## config.mk

```make
export PLATFORM = sky130hd
export DESIGN_NAME = ring_rr_arbiter
export DESIGN_NICKNAME = d
export VERILOG_FILES = /design/src/rtl/ring_arb_pkg.sv /design/src/rtl/ring_arb_chk.sv /design/src/rtl/ring_ptr.sv /design/src/rtl/ring_rr_arbiter.sv
export SDC_FILE = /design/constraint.sdc
export NUM_CORES = 1
export LEC_CHECK = 0
export BUFFER_PORTS_ARGS = -buffer_cell sky130_fd_sc_hd__buf_2
export CORE_UTILIZATION = 47
export DETAILED_ROUTE_END_ITERATION = 6
export HOLD_SLACK_MARGIN = 0.05
export MAX_ROUTING_LAYER = met4
export PLACE_DENSITY = 0.83
export SLEW_MARGIN = 20
export SYNTH_ARGS = -nofsm -noshare
export SYNTH_HDL_FRONTEND = slang
export SYNTH_HIERARCHICAL = 1
export SYNTH_SLANG_ARGS = --single-unit
```

## constraint.sdc

```tcl
create_clock -name clk -period 1.75 [get_ports clk]
set_input_delay 0.2625 -clock clk [delete_from_list [all_inputs] [get_ports clk]]
set_output_delay 0.2625 -clock clk [all_outputs]
set_load 0.02 [all_outputs]
```

## src/rtl/ring_arb_pkg.sv

```systemverilog
// Shared types, defaults and pure helpers for the round-robin ring arbiter.
// Helpers work on a fixed maximum width; callers zero-extend and truncate.
package ring_arb_pkg;

    typedef enum logic {
        IDLE  = 1'b0,
        GRANT = 1'b1
    } arb_state_e;

    localparam int DEF_N        = 3;
    localparam int DEF_MAX_HOLD = 4;
    localparam int MAXN         = 32;

    // First set bit of req at or after the ptr position, wrapping modulo n.
    function automatic logic [MAXN-1:0] rr_pick(
        input logic [MAXN-1:0] req,
        input logic [MAXN-1:0] ptr,
        input int              n
    );
        logic [MAXN-1:0] res;
        logic            found;
        int              p;
        int              idx;
        res   = '0;
        found = 1'b0;
        p     = 0;
        idx   = 0;
        for (int i = 0; i < MAXN; i++) begin
            if ((i < n) && ptr[i]) begin
                p = i;
            end
        end
        for (int k = 0; k < MAXN; k++) begin
            if ((k < n) && !found) begin
                idx = (p + k) % n;
                if (req[idx]) begin
                    res[idx] = 1'b1;
                    found    = 1'b1;
                end
            end
        end
        return res;
    endfunction

    function automatic logic [7:0] onehot2bin(input logic [MAXN-1:0] v);
        logic [7:0] bin;
        bin = 8'd0;
        for (int i = 0; i < MAXN; i++) begin
            if (v[i]) begin
                bin = bin | 8'(i);
            end
        end
        return bin;
    endfunction

endpackage

```

## src/rtl/ring_arb_chk.sv

```systemverilog
// Invariant checker for the ring arbiter outputs; simulation-only assertions.
module ring_arb_chk #(
    parameter int N = 3
) (
    input logic         clk,
    input logic         rst,
    input logic [N-1:0] req,
    input logic [N-1:0] gnt,
    input logic         busy
);

    a_gnt_onehot0: assert property (@(posedge clk) disable iff (rst) $onehot0(gnt));

    a_busy_matches: assert property (@(posedge clk) disable iff (rst) busy == (|gnt));

    // A newly appearing grant must belong to a requester seen on the granting edge.
    a_gnt_requested: assert property (@(posedge clk) disable iff (rst)
        ((gnt != '0) && (gnt != $past(gnt))) |-> ((gnt & $past(req)) != '0));

endmodule

```

## src/rtl/ring_ptr.sv

```systemverilog
// One-hot rotate-left priority pointer; load takes precedence over rotate.
module ring_ptr #(
    parameter int N = 3
) (
    input  logic         clk,
    input  logic         rst,
    input  logic         en,
    input  logic         load,
    input  logic [N-1:0] load_val,
    output logic [N-1:0] q
);

    logic [N-1:0] q_r;

    // Pointer register: reset to bit 0, then load or rotate.
    always_ff @(posedge clk) begin
        if (rst) begin
            q_r <= N'(1);
        end else if (load) begin
            q_r <= load_val;
        end else if (en) begin
            q_r <= {q_r[N-2:0], q_r[N-1]};
        end else begin
            q_r <= q_r;
        end
    end

    assign q = q_r;

endmodule

```

## src/rtl/ring_rr_arbiter.sv

```systemverilog
// Round-robin arbiter: registered one-hot grant held while requested,
// optional hold-time limit, rotating one-hot priority pointer.
module ring_rr_arbiter
    import ring_arb_pkg::*;
#(
    parameter int N        = DEF_N,
    parameter int MAX_HOLD = DEF_MAX_HOLD,
    parameter int IDW      = $clog2(N)
) (
    input  logic           clk,
    input  logic           rst,
    input  logic [N-1:0]   req,
    output logic [N-1:0]   gnt,
    output logic [IDW-1:0] gnt_id,
    output logic           busy,
    output logic           expired,
    output logic [N-1:0]   ptr
);

    localparam int HW = (MAX_HOLD > 0) ? $clog2(MAX_HOLD + 1) : 1;
    localparam logic [HW-1:0] HOLD_LAST = (MAX_HOLD > 0) ? HW'(MAX_HOLD - 1) : {HW{1'b1}};
    localparam logic [HW-1:0] HOLD_SAT  = (MAX_HOLD > 0) ? HW'(MAX_HOLD) : {HW{1'b1}};

    arb_state_e     state_r;
    arb_state_e     state_nx_s;
    logic [N-1:0]   gnt_r;
    logic [N-1:0]   gnt_nx_s;
    logic [IDW-1:0] gnt_id_r;
    logic           busy_r;
    logic           expired_r;
    logic           expired_nx_s;
    logic [HW-1:0]  hold_r;
    logic [HW-1:0]  hold_nx_s;
    logic [N-1:0]   ptr_q_s;
    logic           ptr_load_s;
    logic [N-1:0]   ptr_load_val_s;
    logic [N-1:0]   cand_s;
    logic           owner_hit_s;
    logic           force_s;

    ring_ptr #(.N(N)) u_ptr (
        .clk      (clk),
        .rst      (rst),
        .en       (1'b0),
        .load     (ptr_load_s),
        .load_val (ptr_load_val_s),
        .q        (ptr_q_s)
    );

    // Next-state, next-grant and pointer-load decision.
    always_comb begin
        state_nx_s     = state_r;
        gnt_nx_s       = gnt_r;
        expired_nx_s   = 1'b0;
        hold_nx_s      = hold_r;
        ptr_load_s     = 1'b0;
        ptr_load_val_s = ptr_q_s;
        cand_s         = req & ~gnt_r;
        owner_hit_s    = |(req & gnt_r);
        force_s        = (MAX_HOLD > 0) && owner_hit_s && (hold_r == HOLD_LAST);
        case (state_r)
            IDLE: begin
                hold_nx_s = '0;
                if (|req) begin
                    gnt_nx_s   = N'(rr_pick(MAXN'(req), MAXN'(ptr_q_s), N));
                    state_nx_s = GRANT;
                end else begin
                    gnt_nx_s   = '0;
                    state_nx_s = IDLE;
                end
            end
            GRANT: begin
                if (!owner_hit_s || force_s) begin
                    // Release: priority moves past the owner, owner is excluded this edge.
                    ptr_load_s     = 1'b1;
                    ptr_load_val_s = {gnt_r[N-2:0], gnt_r[N-1]};
                    gnt_nx_s       = N'(rr_pick(MAXN'(cand_s), MAXN'(ptr_load_val_s), N));
                    state_nx_s     = (|cand_s) ? GRANT : IDLE;
                    hold_nx_s      = '0;
                    expired_nx_s   = force_s;
                end else begin
                    hold_nx_s = (hold_r == HOLD_SAT) ? hold_r : hold_r + HW'(1);
                end
            end
            default: begin
                state_nx_s = IDLE;
                gnt_nx_s   = '0;
                hold_nx_s  = '0;
            end
        endcase
    end

    // State, hold counter and registered outputs.
    always_ff @(posedge clk) begin
        if (rst) begin
            state_r   <= IDLE;
            gnt_r     <= '0;
            gnt_id_r  <= '0;
            busy_r    <= 1'b0;
            expired_r <= 1'b0;
            hold_r    <= '0;
        end else begin
            state_r   <= state_nx_s;
            gnt_r     <= gnt_nx_s;
            gnt_id_r  <= IDW'(onehot2bin(MAXN'(gnt_nx_s)));
            busy_r    <= |gnt_nx_s;
            expired_r <= expired_nx_s;
            hold_r    <= hold_nx_s;
        end
    end

    assign gnt     = gnt_r;
    assign gnt_id  = gnt_id_r;
    assign busy    = busy_r;
    assign expired = expired_r;
    assign ptr     = ptr_q_s;

    ring_arb_chk #(.N(N)) u_chk (
        .clk  (clk),
        .rst  (rst),
        .req  (req),
        .gnt  (gnt_r),
        .busy (busy_r)
    );

endmodule

```

# Word level (Yosys, flattened, before mapping)

Index checks and enable logic that the tools add are counted.

Flip-flop bits (word level): 14
Bits in latches: 0
Bits in writable memories: 0
Bits in read-only memories: 0
Input port bits: 5
Output and inout port bits: 10
Logic and storage cells: 141
Memories kept: 0

Add/sub/neg operators: 5
$mul: 0
Divide/modulo/power cells: 6
Magnitude comparators: 12
Equality and inequality tests: 3
Shifts and indexed selects: 0
Muxes and demuxes: 84
Bitwise operators: 9
Reductions and logical operators: 15

Operators by type and width:

| kind                                                                | number |
|---|---|
| greater-or-equal comparator 32 x 1 -> 1 bit (second input constant) | 6 |
| < comparator 32 x 7 -> 1 bit (second input constant)                | 6 |
| remainder unit 32 x 3 -> 32 bit (second input constant)             | 6 |
| 2-to-1 mux 32 bit                                                   | 6 |
| 2-to-1 mux 3 bit                                                    | 22 |
| adder 32 x 2 -> 32 bit (second input constant)                      | 2 |
| adder 32 x 3 -> 32 bit (second input constant)                      | 2 |
| 2-to-1 mux 1 bit                                                    | 40 |
| binary-select mux 1 bit (select 5 bit)                              | 6 |
| demux 1 bit (select 5 bit)                                          | 6 |
| OR reduction 3 bit                                                  | 5 |
| OR 3 bit                                                            | 4 |
| one-hot mux 3 bit (2 select lines)                                  | 2 |
| logical AND 1 bit                                                   | 7 |
| AND 3 bit                                                           | 2 |
| adder 3 x 1 -> 3 bit (second input constant)                        | 1 |
| == test 3 x 2 -> 1 bit (second input constant)                      | 1 |
| == test 3 bit (second input constant)                               | 1 |
| inequality test 3 bit (second input constant)                       | 1 |
| NOT 3 bit                                                           | 1 |
| AND reduction 3 bit                                                 | 1 |
| 2-to-1 mux 2 bit                                                    | 1 |
| NOT 1 bit                                                           | 2 |
| one-hot mux 1 bit (2 select lines)                                  | 1 |
| other kinds (2)                                                     | 2 |

# Logic depth before layout (Yosys ltp)

Gate-level depths: netlist (run 1).

Depth in word-level cells: 26
Mapped depth: 8
Mapped depth without buffers: 8

# Modules after synthesis

The synthesis (run 1) kept the hierarchy.

By module, submodules not included:

| module          | instances | cells each | area an instance (um^2) | sequential area each (um^2) |
|---|---|---|---|---|
| ring_rr_arbiter | 1         | 76         | 614.3                   | 180.2 |
| ring_ptr        | 1         | 14         | 137.6                   | 60.1 |

# Worst setup path before layout (run 1)

Ideal clock, no wire load.

Path type: register to register
Start point: register hold_r[0]
End point: register u_ptr.q_r[0], in the netlist u_ptr/q[0]
Setup time: 0.121 ns
Arrival: 1.728 ns
Data required time: 1.629 ns
Path slack: -0.099 ns
Cell stages (with the launch flop): 8
Path buffers: 0
Cell sequence: dfxtp_1 ha_1 ha_1 or2_2 nand2_1 mux2_2 nor3b_1 a21oi_1

Word-level cells in the longest chain between the ends: 6

Ends and longest elaborated chain:

| item                                   | line                   | text |
|---|---|---|
| start: declaration                     | ring_rr_arbiter.sv:32  | `logic [HW-1:0] hold_r;` |
| start signal: assignment               | ring_rr_arbiter.sv:108 | `hold_r <= hold_nx_s;` |
| == test 3 x 2 -> 1 bit *               | ring_rr_arbiter.sv:60  | `force_s = (MAX_HOLD > 0) && owner_hit_s && (hold_r == HOLD_LAST);` |
| logical AND 1 bit *                    | ring_rr_arbiter.sv:60  |  |
| logical OR 1 bit *                     | ring_rr_arbiter.sv:73  | `if (!owner_hit_s \|\| force_s) begin` |
| 2-to-1 mux 1 bit                       | ring_rr_arbiter.sv:73  |  |
| 2-to-1 mux 1 bit                       | ring_rr_arbiter.sv:61  | `case (state_r)` |
| AND reduction 3 bit (no source line) * | -                      |  |
| end signal: assignment                 | ring_ptr.sv:20         | `q_r <= load_val;` |
| end signal: assignment                 | ring_ptr.sv:22         | `q_r <= {q_r[N-2:0], q_r[N-1]};` |
| end signal: assignment                 | ring_ptr.sv:24         | `q_r <= q_r;` |
| end: declaration                       | ring_ptr.sv:13         | `logic [N-1:0] q_r;` |

Mark *: on every way between the ends. The rest lies on a longest branch, timed or not.
A chain may end at the register's enable or synchronous reset.

# Worst setup path after layout (run 1)

Start point: register u_ptr.q_r[2], in the netlist u_ptr/q[2]
End point: register busy_r, in the netlist busy

Word-level cells in the longest chain between the ends: 22
Elaborated cells on any way between the ends: 53
Classes of those cells: add/sub (2); div (3); order compare (6); mux (36); bitwise (2); reduce/logical (4)

Ends and longest elaborated chain:

| item                                                                            | line                   | text |
|---|---|---|
| 2-to-1 mux 32 bit *                                                             | ring_arb_pkg.sv:29     | `if ((i < n) && ptr[i]) begin` |
| 2-to-1 mux 32 bit *                                                             | ring_rr_arbiter.sv:64  | `if (\|req) begin` |
| 2-to-1 mux 32 bit *                                                             | ring_rr_arbiter.sv:61  |  |
| parallel branches: the longest is 15 deep, another holds adder 32 x 2 -> 32 bit | -                      |  |
| 2-to-1 mux 3 bit *                                                              | ring_arb_pkg.sv:34     | `if ((k < n) && !found) begin` |
| 2-to-1 mux 3 bit *                                                              | ring_rr_arbiter.sv:64  |  |
| one-hot mux 3 bit (2 select lines) *                                            | ring_rr_arbiter.sv:61  |  |
| OR reduction 3 bit *                                                            | ring_rr_arbiter.sv:106 | `busy_r <= \|gnt_nx_s;` |
| end signal: assignment                                                          | ring_rr_arbiter.sv:106 |  |
| end: declaration                                                                | ring_rr_arbiter.sv:29  | `logic busy_r;` |

Every way passes the cells marked *. The select of a mux whose other input is x is not followed.

==> impl_metrics.toml, run 1 <==
[critical_path]
path_buf_inv = 1
start_kind = "register"
crit_required_ps = 1900
arrival_ps = 1940
r2r-start = "u_ptr/q[2]$_SDFFE_PP0P_"
slowest_delay_ps = 390
cp_max_fo = 2
crit_family = "simple AND/OR/NAND/NOR gates"
cp_cell_sequence = "inv_1 > ha_1 > and3b_1 > nor3b_1 > o21ai_0 > o21ai_1 > or3_1"
worst_setup_path_end_kind = "register"
path_class = "register to register"
crit_slowest_cell = "or3_1"
cp-startpoint = "u_ptr/q[2]$_SDFFE_PP0P_"

[cts]
clk_pin_slew_ps = 80
tritoncts = "built"
clock_sinks = 12
cts-root-buf = "clkbuf_4"
htree_levels = 1
insertion_delay_ps = 270
cts_made_buffers = 3
ctsLongestPathBuffers = 2

[sta]
tns_ps = -40.0
slew_violations = 0
skew_ps = 2.18
hold_ws_ps = 256
post-route-period-util = 1.02
rsz0062_at_grt = "true"
worst_slack_ps = -40.0
fmax_mhz = 559
fin_crit_ps = 1790
setup_violations = 1
final_hold_viol_count = 0

[logic_synthesis]
ys_types = 33
synth-edff-count = 0
yosysTopAreaCell = "dfxtp_1"
synth_seq_cells = 12
synthTopCellsByArea = "dfxtp_1 32%, ha_1 8.3%, o21ai_0 6.0%, nor3b_1 5.0%, nor2b_1 4.2%"
synth_area_um2 = 752
synthCells = 90
yosysMostFrequentCell = "dfxtp_1"
yosysWarnings = 6
ys.flop_type = "dfxtp_1"
synthArstFlopShare = 0
yosysSeqAreaShare = 0.319
synth.avg_cell_area_um2 = 8.36
yosys.area.top_type_share = 0.319
synthTopCellsByCount = "12 x dfxtp_1, 9 x o21ai_0, 7 x inv_1"

[pwr]
power.density_nw_per_um2 = 813
seq_power_share = 0.395
p_comb_frac = 0.331
switching_share = 0.324
p_leak_nw = 0.444
design_power_total_mw = 0.809
clkPwrFrac = 0.273
internal_power_mw = 0.547
netSwitchingPower_mw = 0.262
ir_drop_mv = 0.547

[status]
outcome = "finished, violations left"
violations = "setup timing"

[routing]
drc = 0
routedWlPerCell_um = 13.1
wl_um = 1780
drt_iter0_drc = 12
first_pass_iters = 4
antenna_left = 0
vias = 768
via_per_inst = 5.65

[floorplanning]
start_util = 0.499
row_count = 14
dieArea_um2 = 1760
coreArea_um2 = 1510
top_level_ports = 15
die_y_um = 42
fp.dieW_um = 42

[layout]
final_nets = 131
syn_to_final_growth_pct = 32.3
fin_util = 0.660
diodes = 0
drive_gt1_frac = 0.358

[min_path]
hp-start = "rst"
hold_path.class = "input port to register"

[place]
hpwl_um = 1340
place_congestion = 0.927
portBuffers = 14

[global_route]
grt_max_degree = 9
grt_overflow = 0
antenna_found_initial = 0
track_usage = 0.227
grt_first_pass_wirelength_um = 2950
grt_pass1_vias = 696

[job]
drv_cap = 0
## cell families (layout without fill, tap and decap cells)
kind of cell / Yosys count / after routing / synth area share
and+or+nand+nor: 31 / 31 / 0.243
muxes: 5 / 5 / 0.0699
buffers and inverters: 11 / 38 / 0.0765
DFF: 12 / 12 / 0.319
xor gates and xnor gates: 1 / 1 / 0.0116
other: 2 / 5 / 0.00999
AOI/OAI and AO/OA: 23 / 23 / 0.186
adders and majority gates: 5 / 5 / 0.0832
## cell usage in the layout, fill, tap and decap left out, types with 2 or more instances in the layout
master,instances
conb_1,5
inv_1,7
dfxtp_2,2
nor3b_1,4
buf_4,13
o31ai_1,2
nand3_1,2
a211oi_1,2
nand2b_1,3
nand2_1,3
dfxtp_1,9
mux2_2,2
nor2b_1,4
o21ai_0,8
ha_1,3
clkbuf_4,3
o21ai_1,2
mux2i_1,3
a21oi_1,4
a31oi_1,2
buf_2,14
nor2_1,4
## per-layer routing
layer	routed length, um	track usage	vias up
met3	72	0.0259	4
met2	900	0.359	26
met5	0	-	-
met4	36	0.135	0
met1	773	0.276	359
li1	-	-	379
## cell type report
class	instances	area, um2
Tap cell	16	20.0
Fill cell	128	512
Inverter	7	26.3
Sequential cell	12	246
Timing Repair Buffer	27	168
Clock buffer	4	36.3
Multi-Input combinational cell	70	498
## repair_timing
| item | CTS | global route |
|---|---|---|
| setup buffers | 0 | 2 |
| gates resized for setup | 0 | 6 |
| setup endpoints to repair | 0 | 3 |
| hold buffers | 0 | 0 |
## worst reg2reg max path, cell delays in order, from the launching register on
cell and delay, ps:
dfxtp_1 310, inv_1 70, ha_1 220, and3b_1 190, nor3b_1 130, o21ai_0 240
o21ai_1 120, or3_1 390
## path summary, 6_finish.rpt
check / to / slack [ps] / cells after the start
hold / removal: u_ptr/q[1]$_SDFFE_PP0P_ / 260 / 2
hold reg to reg: hold_r[1]$_SDFFE_PP0P_ / 480 / 2
setup / recovery: busy$_SDFF_PP0_ / -40 / 7
setup reg to reg: busy$_SDFF_PP0_ / -40 / 7
## stage by stage
step	worst slack [ps]	area, um2	instances
floorplan	3.74	781	93
global placement	62.3	922	130
detailed placement	27.3	922	130
CTS	11.8	958	134
global route	-90.3	995	136
finish	-40.0	995	136
## flip-flops by register name (all words and copies together) (netlist names)
signal,cells
busy,1
expired,1
gnt,3
hold_r,3
state_r,1
u_ptr/q,3
## power by group through the flow
| stage | Combinational, mW | Clock [mW] | Sequential, mW |
|---|---|---|---|
| after global placement | 0.245 | 0 | 0.323 |
| final | 0.268 | 0.221 | 0.320 |
| after CTS | 0.254 | 0.226 | 0.319 |
| after floorplan | 0.132 | 0 | 0.357 |
| after global routing | 0.291 | 0.246 | 0.321 |
| after detailed placement | 0.252 | 0 | 0.325 |
No activity file was read; power rests on OpenSTA's default activity.
==> inputs of run 2 (changes only) <==
--- a/config.mk
+++ b/config.mk
@@ -11,6 +11,7 @@
 export HOLD_SLACK_MARGIN = 0.05
 export MAX_ROUTING_LAYER = met4
 export PLACE_DENSITY = 0.83
+export REMOVE_ABC_BUFFERS = 1
 export SLEW_MARGIN = 20
 export SYNTH_ARGS = -nofsm -noshare
 export SYNTH_HDL_FRONTEND = slang
==> run 2 against run 1 <==
Effect of this change:
- the run still ends with setup timing left
- global-route usage down 0.28 points
- clock-buffer cell count stayed put
- total power is 1.6% higher
==> impl_metrics.toml, run 2 (synthesis gave the netlist of run 1 again) <==
[status]
outcome = "finished, violations left"
violations = "setup timing"

[min_path]
hold_path.class = "input port to register"

[sta]
fmax_mhz = 570
post-route-period-util = 1.00
rsz0062_at_grt = "true"
setup_violations = 1
slew_violations = 0
tns_ps = -4.05
fin_crit_ps = 1750
final_hold_viol_count = 0
skew_ps = 10.5
worst_slack_ps = -4.05

[floorplanning]
row_count = 14
fp.dieW_um = 42
coreArea_um2 = 1510
top_level_ports = 15
die_y_um = 42
dieArea_um2 = 1760
start_util = 0.499

[pwr]
internal_power_mw = 0.552
switching_share = 0.328
ir_drop_mv = 0.503
p_comb_frac = 0.334
power.density_nw_per_um2 = 826
netSwitchingPower_mw = 0.270
p_leak_nw = 0.449
seq_power_share = 0.388
design_power_total_mw = 0.821
clkPwrFrac = 0.277

[routing]
first_pass_iters = 6
drc = 0
routedWlPerCell_um = 12.8
wl_um = 1750
antenna_left = 0
via_per_inst = 5.60
drt_iter0_drc = 19
vias = 767

[cts]
tritoncts = "built"
clk_pin_slew_ps = 80
insertion_delay_ps = 280
cts-root-buf = "clkbuf_4"
htree_levels = 1
holdBufCountCts = 0
ctsLongestPathBuffers = 2
cts_made_buffers = 3
clock_sinks = 12

[global_route]
grt_pass1_vias = 695
track_usage = 0.224
antenna_found_initial = 0
grt_overflow = 0
grt_first_pass_wirelength_um = 2850
grt_max_degree = 9

[critical_path]
start_kind = "register"
arrival_ps = 1930
worst_setup_path_end_kind = "register"
path_class = "register to register"
cp_max_fo = 6
crit_required_ps = 1930

[layout]
final_nets = 132
fin_area_um2 = 995
final_cell_mix = "14 x buf_2, 14 x buf_4, 9 x dfxtp_1, 7 x o21ai_0, 6 x inv_1"
layoutNonFillerInstCount = 137
drive_gt1_frac = 0.372
diodes = 0
syn_to_final_growth_pct = 32.3

[place]
place_ws_ps = -88.9
hpwl_um = 1310
dp.cells = 132
portBuffers = 14
dpl_cell_area_um2 = 920
place_congestion = 0.921

[job]
drv_cap = 0
run 2: layout make-up:
class                   instances  area, um2
inverters                       7       26.3
fillers                       116        512
clock buffers                   4       36.3
well taps                      16       20.0
multi-input cells              70        493
repair buffers                 28        175
flip-flops and latches         12        244
run 2: critical path, cell delays in order, from the launching register on:
cell and delay (ps):
dfxtp_2 340, ha_1 180, ha_2 170, buf_4 150, o31ai_1 300, o31ai_1 160, or3_1 350
run 2: stage by stage:
step | utilization | hold WS, ps
floorplan | - | 335
global placement | 0.610 | 468
detailed placement | 0.610 | 494
CTS | 0.650 | 245
global route | 0.660 | 237
finish | 0.660 | 243
run 2: power groups by stage:
stage	sequential, mW	combinational (mW)	clock [mW]
floorplan	0.362	0.109	0
global placement	0.321	0.244	0
detailed placement	0.323	0.252	0
CTS	0.318	0.266	0.229
global route	0.323	0.296	0.249
finish	0.319	0.275	0.228
run 2: worst paths after layout:
check                          from                       to  slack (ps)  cells past startpoint
max          hold_r[1]$_SDFFE_PP0P_          busy$_SDFF_PP0_          -4                      6
max reg2reg  hold_r[1]$_SDFFE_PP0P_          busy$_SDFF_PP0_          -4                      6
min                             rst  u_ptr/q[1]$_SDFFE_PP0P_         240                      2
min reg2reg  hold_r[1]$_SDFFE_PP0P_   hold_r[1]$_SDFFE_PP0P_         480                      2
run 2: timing repair:
item,CTS,global route
resized for setup,4,9
endpoints found under the setup margin,4,4
buffers inserted,1,0
pin swaps,1,6
run 2: metal layers:
metal  part of all wire  track usage  up-vias
met5                  0            -        -
met4              0.024        0.135        0
met3              0.045       0.0388        4
met2               0.50        0.375       27
met1               0.43        0.247      360
li1                   -            -      376
